## src/rtl/sum_drain_pkg.sv

```systemverilog
// Shared types and default constants for the sum_drain token drain.
package sum_drain_pkg;

  localparam int unsigned W_DEF     = 11;
  localparam int unsigned LIMIT_DEF = 150;

  typedef enum logic [1:0] {
    IDLE  = 2'd0,
    DRAIN = 2'd1,
    DONE  = 2'd2
  } state_e;

endpackage

```

## src/rtl/sum_drain_ctr.sv

```systemverilog
// Paired remaining/delivered counters for sum_drain.
// load clears the delivered count and seeds the remaining count; step moves
// one token from remaining to delivered; otherwise both hold.
module sum_drain_ctr
  import sum_drain_pkg::*;
#(
  parameter int unsigned W = W_DEF
) (
  input  logic         clk,
  input  logic         rst,
  input  logic         load_i,
  input  logic [W-1:0] val_i,
  input  logic         step_i,
  output logic [W-1:0] rem_o,
  output logic [W-1:0] cnt_o
);

  logic [W-1:0] rem_q, rem_d;
  logic [W-1:0] cnt_q, cnt_d;

  // Next-state selection: load wins over step; step never underflows rem.
  always_comb begin
    rem_d = rem_q;
    cnt_d = cnt_q;
    if (load_i) begin
      rem_d = val_i;
      cnt_d = '0;
    end else if (step_i && (rem_q != '0)) begin
      rem_d = rem_q - 1'b1;
      cnt_d = cnt_q + 1'b1;
    end
  end

  // Counter registers with synchronous active-high reset.
  always_ff @(posedge clk) begin
    if (rst) begin
      rem_q <= '0;
      cnt_q <= '0;
    end else begin
      rem_q <= rem_d;
      cnt_q <= cnt_d;
    end
  end

  assign rem_o = rem_q;
  assign cnt_o = cnt_q;

endmodule

```

## src/rtl/sum_drain.sv

```systemverilog
// sum_drain: loads a clamped token total and hands tokens out one per
// accepted cycle (valid && ready) until exhausted, then parks in DONE.
// Optional macro SUM_DRAIN_ASSERT_EN compiles in concurrent property checks.
module sum_drain
  import sum_drain_pkg::*;
#(
  parameter int unsigned W     = W_DEF,
  parameter int unsigned LIMIT = LIMIT_DEF
) (
  input  logic         clk,
  input  logic         rst,
  input  logic         load,
  input  logic [W-1:0] load_val,
  input  logic         ready,
  output logic         valid,
  output logic [W-1:0] rem,
  output logic [W-1:0] cnt,
  output logic [W-1:0] total,
  output logic         busy,
  output logic         done
);

  localparam logic [W-1:0] LIMIT_W = W'(LIMIT);

  state_e       state_q;
  logic [W-1:0] total_q;
  logic [W-1:0] clamp_val;
  logic         ctr_load;
  logic         ctr_step;

  assign clamp_val = (load_val > LIMIT_W) ? LIMIT_W : load_val;
  assign ctr_load  = load && (state_q != DRAIN);
  assign ctr_step  = ready && (state_q == DRAIN);

  sum_drain_ctr #(.W(W)) u_ctr (
    .clk    (clk),
    .rst    (rst),
    .load_i (ctr_load),
    .val_i  (clamp_val),
    .step_i (ctr_step),
    .rem_o  (rem),
    .cnt_o  (cnt)
  );

  // Control FSM and captured total; load is only honoured outside DRAIN.
  always_ff @(posedge clk) begin
    if (rst) begin
      state_q <= IDLE;
      total_q <= '0;
    end else begin
      case (state_q)
        IDLE, DONE: begin
          if (load) begin
            total_q <= clamp_val;
            state_q <= (clamp_val != '0) ? DRAIN : DONE;
          end
        end
        DRAIN: begin
          if (ready && (rem == W'(1))) state_q <= DONE;
        end
        default: state_q <= IDLE;
      endcase
    end
  end

  assign valid = (state_q == DRAIN);
  assign busy  = (state_q == DRAIN);
  assign done  = (state_q == DONE);
  assign total = total_q;

`ifdef SUM_DRAIN_ASSERT_EN
  a_sum_inv : assert property (@(posedge clk) disable iff (rst)
    (rem + cnt) == total);
  a_cnt_lim : assert property (@(posedge clk) disable iff (rst)
    cnt <= LIMIT_W);
  a_valid_rem : assert property (@(posedge clk) disable iff (rst)
    valid |-> (rem != '0));
  a_done_state : assert property (@(posedge clk) disable iff (rst)
    done |-> ((rem == '0) && (cnt == total)));
  a_stall_hold : assert property (@(posedge clk) disable iff (rst)
    (valid && !ready) |=> $stable(rem));
`endif

endmodule
```

## config.mk

```make
export PLATFORM = sky130hd
export DESIGN_NAME = sum_drain
export DESIGN_NICKNAME = d
export VERILOG_FILES = /design/src/rtl/sum_drain_pkg.sv /design/src/rtl/sum_drain_ctr.sv /design/src/rtl/sum_drain.sv
export SDC_FILE = /design/constraint.sdc
export NUM_CORES = 1
export LEC_CHECK = 0
export ABC_AREA = 0
export BUFFER_PORTS_ARGS = -buffer_cell sky130_fd_sc_hd__buf_4
export CAP_MARGIN = 20
export CORE_ASPECT_RATIO = 0.75
export CORE_MARGIN = 2
export CORE_UTILIZATION = 51
export DETAILED_ROUTE_END_ITERATION = 10
export PLACE_DENSITY = 0.79
export SYNTH_ARGS = -nofsm -noshare
export SYNTH_HDL_FRONTEND = slang
export SYNTH_SLANG_ARGS = --single-unit
```

## constraint.sdc

```tcl
create_clock -name clk -period 2.45 [get_ports clk]
set_input_delay 0.49 -clock clk [delete_from_list [all_inputs] [get_ports clk]]
set_output_delay 0.49 -clock clk [all_outputs]
set_load 0.01 [all_outputs]
```

==> results by group <==
Logic synthesis
  • Post-synth ARST share: 0
  • Yosys cell types: 43
  • Synth warn: 0
  • Post-synth EDFFs: 0
  • Mapped Nets: 221
  • Synth cell count leaders: dfxtp_1, nor2_1, nand2_1
  • Cell count after synthesis: 203
  • Most common cell in the netlist: dfxtp_1
  • Dominant cells by area after synthesis: dfxtp_1, nor2_1, a21oi_1, xor2_1, nand2_1
  • Sequential area share after synthesis: 0.409
  • Synth Register Bits: 35
  • Area leader, netlist: dfxtp_1
  • Synthesized area: 1710 um2
  • Top-area cell type share of the netlist area: 0.409
  • Post-synth top flop: dfxtp_1
  • Syn avg cell area: 8.43 um2

Power and ir drop
  • Internal: 891 uW
  • Pwr dens: 573 nW/um2
  • Comb power frac: 0.192
  • Maximum vdd ir drop: between 0.3 and 0.4 mV
  • Sw Share: 0.286
  • Clock power frac: 0.308
  • Psw: 357 uW
  • Static Leak: about 0.00088 uW
  • Power Total: 1250 uW
  • Flop pwr share: 0.500

Placement
  • Placed Cells incl. Taps: 289
  • DP HPWL: about 3100 um
  • Pre-CTS worst setup slack: 0.330 ns
  • Port Buf Inserts: 50
  • Final GP Congestion: 0.902
  • Placed Area: 2110 um2

Die
  • Area of the core: 3240 um2
  • Die area: ~3800 um2
  • # rows: 18
  • Starting Density: 0.528
  • I/O Pins: between 50 and 60
  • Chip height: 54.2 um
  • Die Wd: 70.9 um

Detailed routing
  • Drt initial violations: roughly 140
  • Post-DR vias/cell: 5.68
  • DRC violations left: 0
  • Via count: 1676
  • Final wirelength: 4170 um
  • Routed wire per std cell: between 10 and 15 um
  • DRT Pass-1 Iters: 4
  • Antenna viol nets, final: 0

CTS
  • Post-CTS Hold Buffers: 0
  • CTS Buf Count: 5
  • CTS tree: yes
  • Post-CTS Setup Bufs: 0
  • Clock transition at path regs: 0.07 ns
  • Clk buf depth: 2
  • Root buffer cell: clkbuf_8
  • Clock sink count: 35
  • Later-pin clock latency in the skew report: 0.29 ns
  • H-tree Lvls: 2
  • CTS resizes: 0

Setup path
  • Crit path launch type: flop
  • Top fanout value on the critical path: 6
  • Reg-to-Reg Start: u_ctr.rem_o[0]$_SDFFE_PP0P_
  • CP Capture Type: flop
  • CP arrival: 2.32 ns
  • Worst Setup SP: u_ctr.rem_o[0]$_SDFFE_PP0P_
  • Required @ worst endpoint: 2.64 ns
  • FF-to-FF setup slack: about 0.32 ns
  • Crit Path Class: reg2reg

STA
  • Pins Over Slew Limit: 0
  • Post-Route Skew: 0.00444 ns
  • Setup WS post-layout: 0.321 ns
  • Minimum clock period: between 2 and 2.5 ns
  • Worst-Margin Slew: 0.687 ns
  • RSZ-0062 raised after global routing: no
  • Tcrit/Tclk final: 0.869
  • Fin Setup TNS: 0 ns
  • Final count of hold timing violations: 0
  • Max transition margin: 0.540
  • Peak Freq: 470 MHz
  • Final Setup Violations: 0

GRT
  • Number of global-route vias before repair: roughly 1400
  • First-pass GRT wire length: ~6600 um
  • Total track usage: 0.230
  • Antenna violations before repair: 0
  • Gr ovfl total: 0
  • Largest net degree at the start of global routing: 23

Outcome
  • Status: finished clean

Final layout
  • Area Growth Syn to Fin: 27.3%
  • Finished Layout Cells: 295
  • Final net count: approximately 270
  • Filler cell count: 308
  • Design area: 2180 um2
  • Share of layout cells above drive strength 1: 0.259
  • Diode count: 0

Run
  • Max-cap violations: 0

Hold path
  • Classification of the worst-slack hold path: reg2reg
  • Hold path startpoint: u_ctr.rem_o[10]$_SDFFE_PP0P_
==> critical path: stages (launching register included) <==
cell,delay (ns)
dfxtp_1,0.35
inv_1,0.10
ha_1,0.19
nor3b_1,0.44
a31oi_1,0.26
buf_4,0.22
and3_1,0.17
a2111oi_2,0.30
==> power groups by stage <==
stage               Clock, uW  Sequential, uW  Combinational (uW)
detailed placement          0             636                 237
finish                    384             624                 240
floorplan                   0             640                 141
global placement            0             635                 236
CTS                       392             623                 240
global route              414             628                 265
==> logic make-up after synthesis <==
family | synth area share
flip-flops | 0.409
buffers and inverters | 0.0395
XOR/XNOR | 0.0665
AND/OR/NAND/NOR | 0.322
adder cells (fa/ha/maj) | 0.0219
AO/OA/AOI/OAI | 0.141
==> routing by layer <==
metal  vias up  share of wire  GRT usage
met4         0          0.014     0.0849
li1        837              -          -
met1       780           0.50      0.335
met3         7          0.068     0.0618
met5         -              0          0
met2        52           0.41      0.322
==> per-stage QoR <==
step	utilization	hold WS [ns]
after floorplan	-	0.466
after detailed placement	0.650	0.443
after global routing	0.672	0.473
after global placement	0.650	0.439
after CTS	0.672	0.451
final	0.672	0.450
==> sequential cells by signal, indices dropped and copies added (netlist names) <==
register / cells
u_ctr.cnt_o: 11
total: 11
u_ctr.rem_o: 11
state_q: 2
==> path summary, 6_finish.rpt <==
path,to,cells past startpoint
worst max-delay path,u_ctr.rem_o[7]$_SDFFE_PP0P_,7
worst min-delay path,u_ctr.rem_o[10]$_SDFFE_PP0P_,2
worst max register to register,u_ctr.rem_o[7]$_SDFFE_PP0P_,7
worst min register to register,u_ctr.rem_o[10]$_SDFFE_PP0P_,2
==> cells in the final DEF, fill, tap and decap left out, types with 6 or more instances in the layout <==
| master | synthesis | final |
|---|---|---|
| nor4_1 | 6 | 6 |
| xnor2_1 | 6 | 6 |
| nor3_1 | 11 | 11 |
| nand3_1 | 10 | 10 |
| nand2_1 | 16 | 16 |
| xor2_1 | 7 | 7 |
| nor2_1 | 28 | 28 |
| a21oi_1 | 14 | 14 |
| dfxtp_1 | 35 | 35 |
| buf_4 | 1 | 53 |
==> final cells by class <==
cell class | instances | area, um2 | area share
Clock buffer | 6 | 72.6 | 0.0333
Inverter | 4 | 15.0 | 0.00689
Multi-Input combinational cell | 157 | 943 | 0.433
Sequential cell | 35 | 701 | 0.321
Tap cell | 40 | 50.0 | 0.0230
Timing Repair Buffer | 53 | 398 | 0.183
Note: power is estimated with default switching activity, not from simulation.
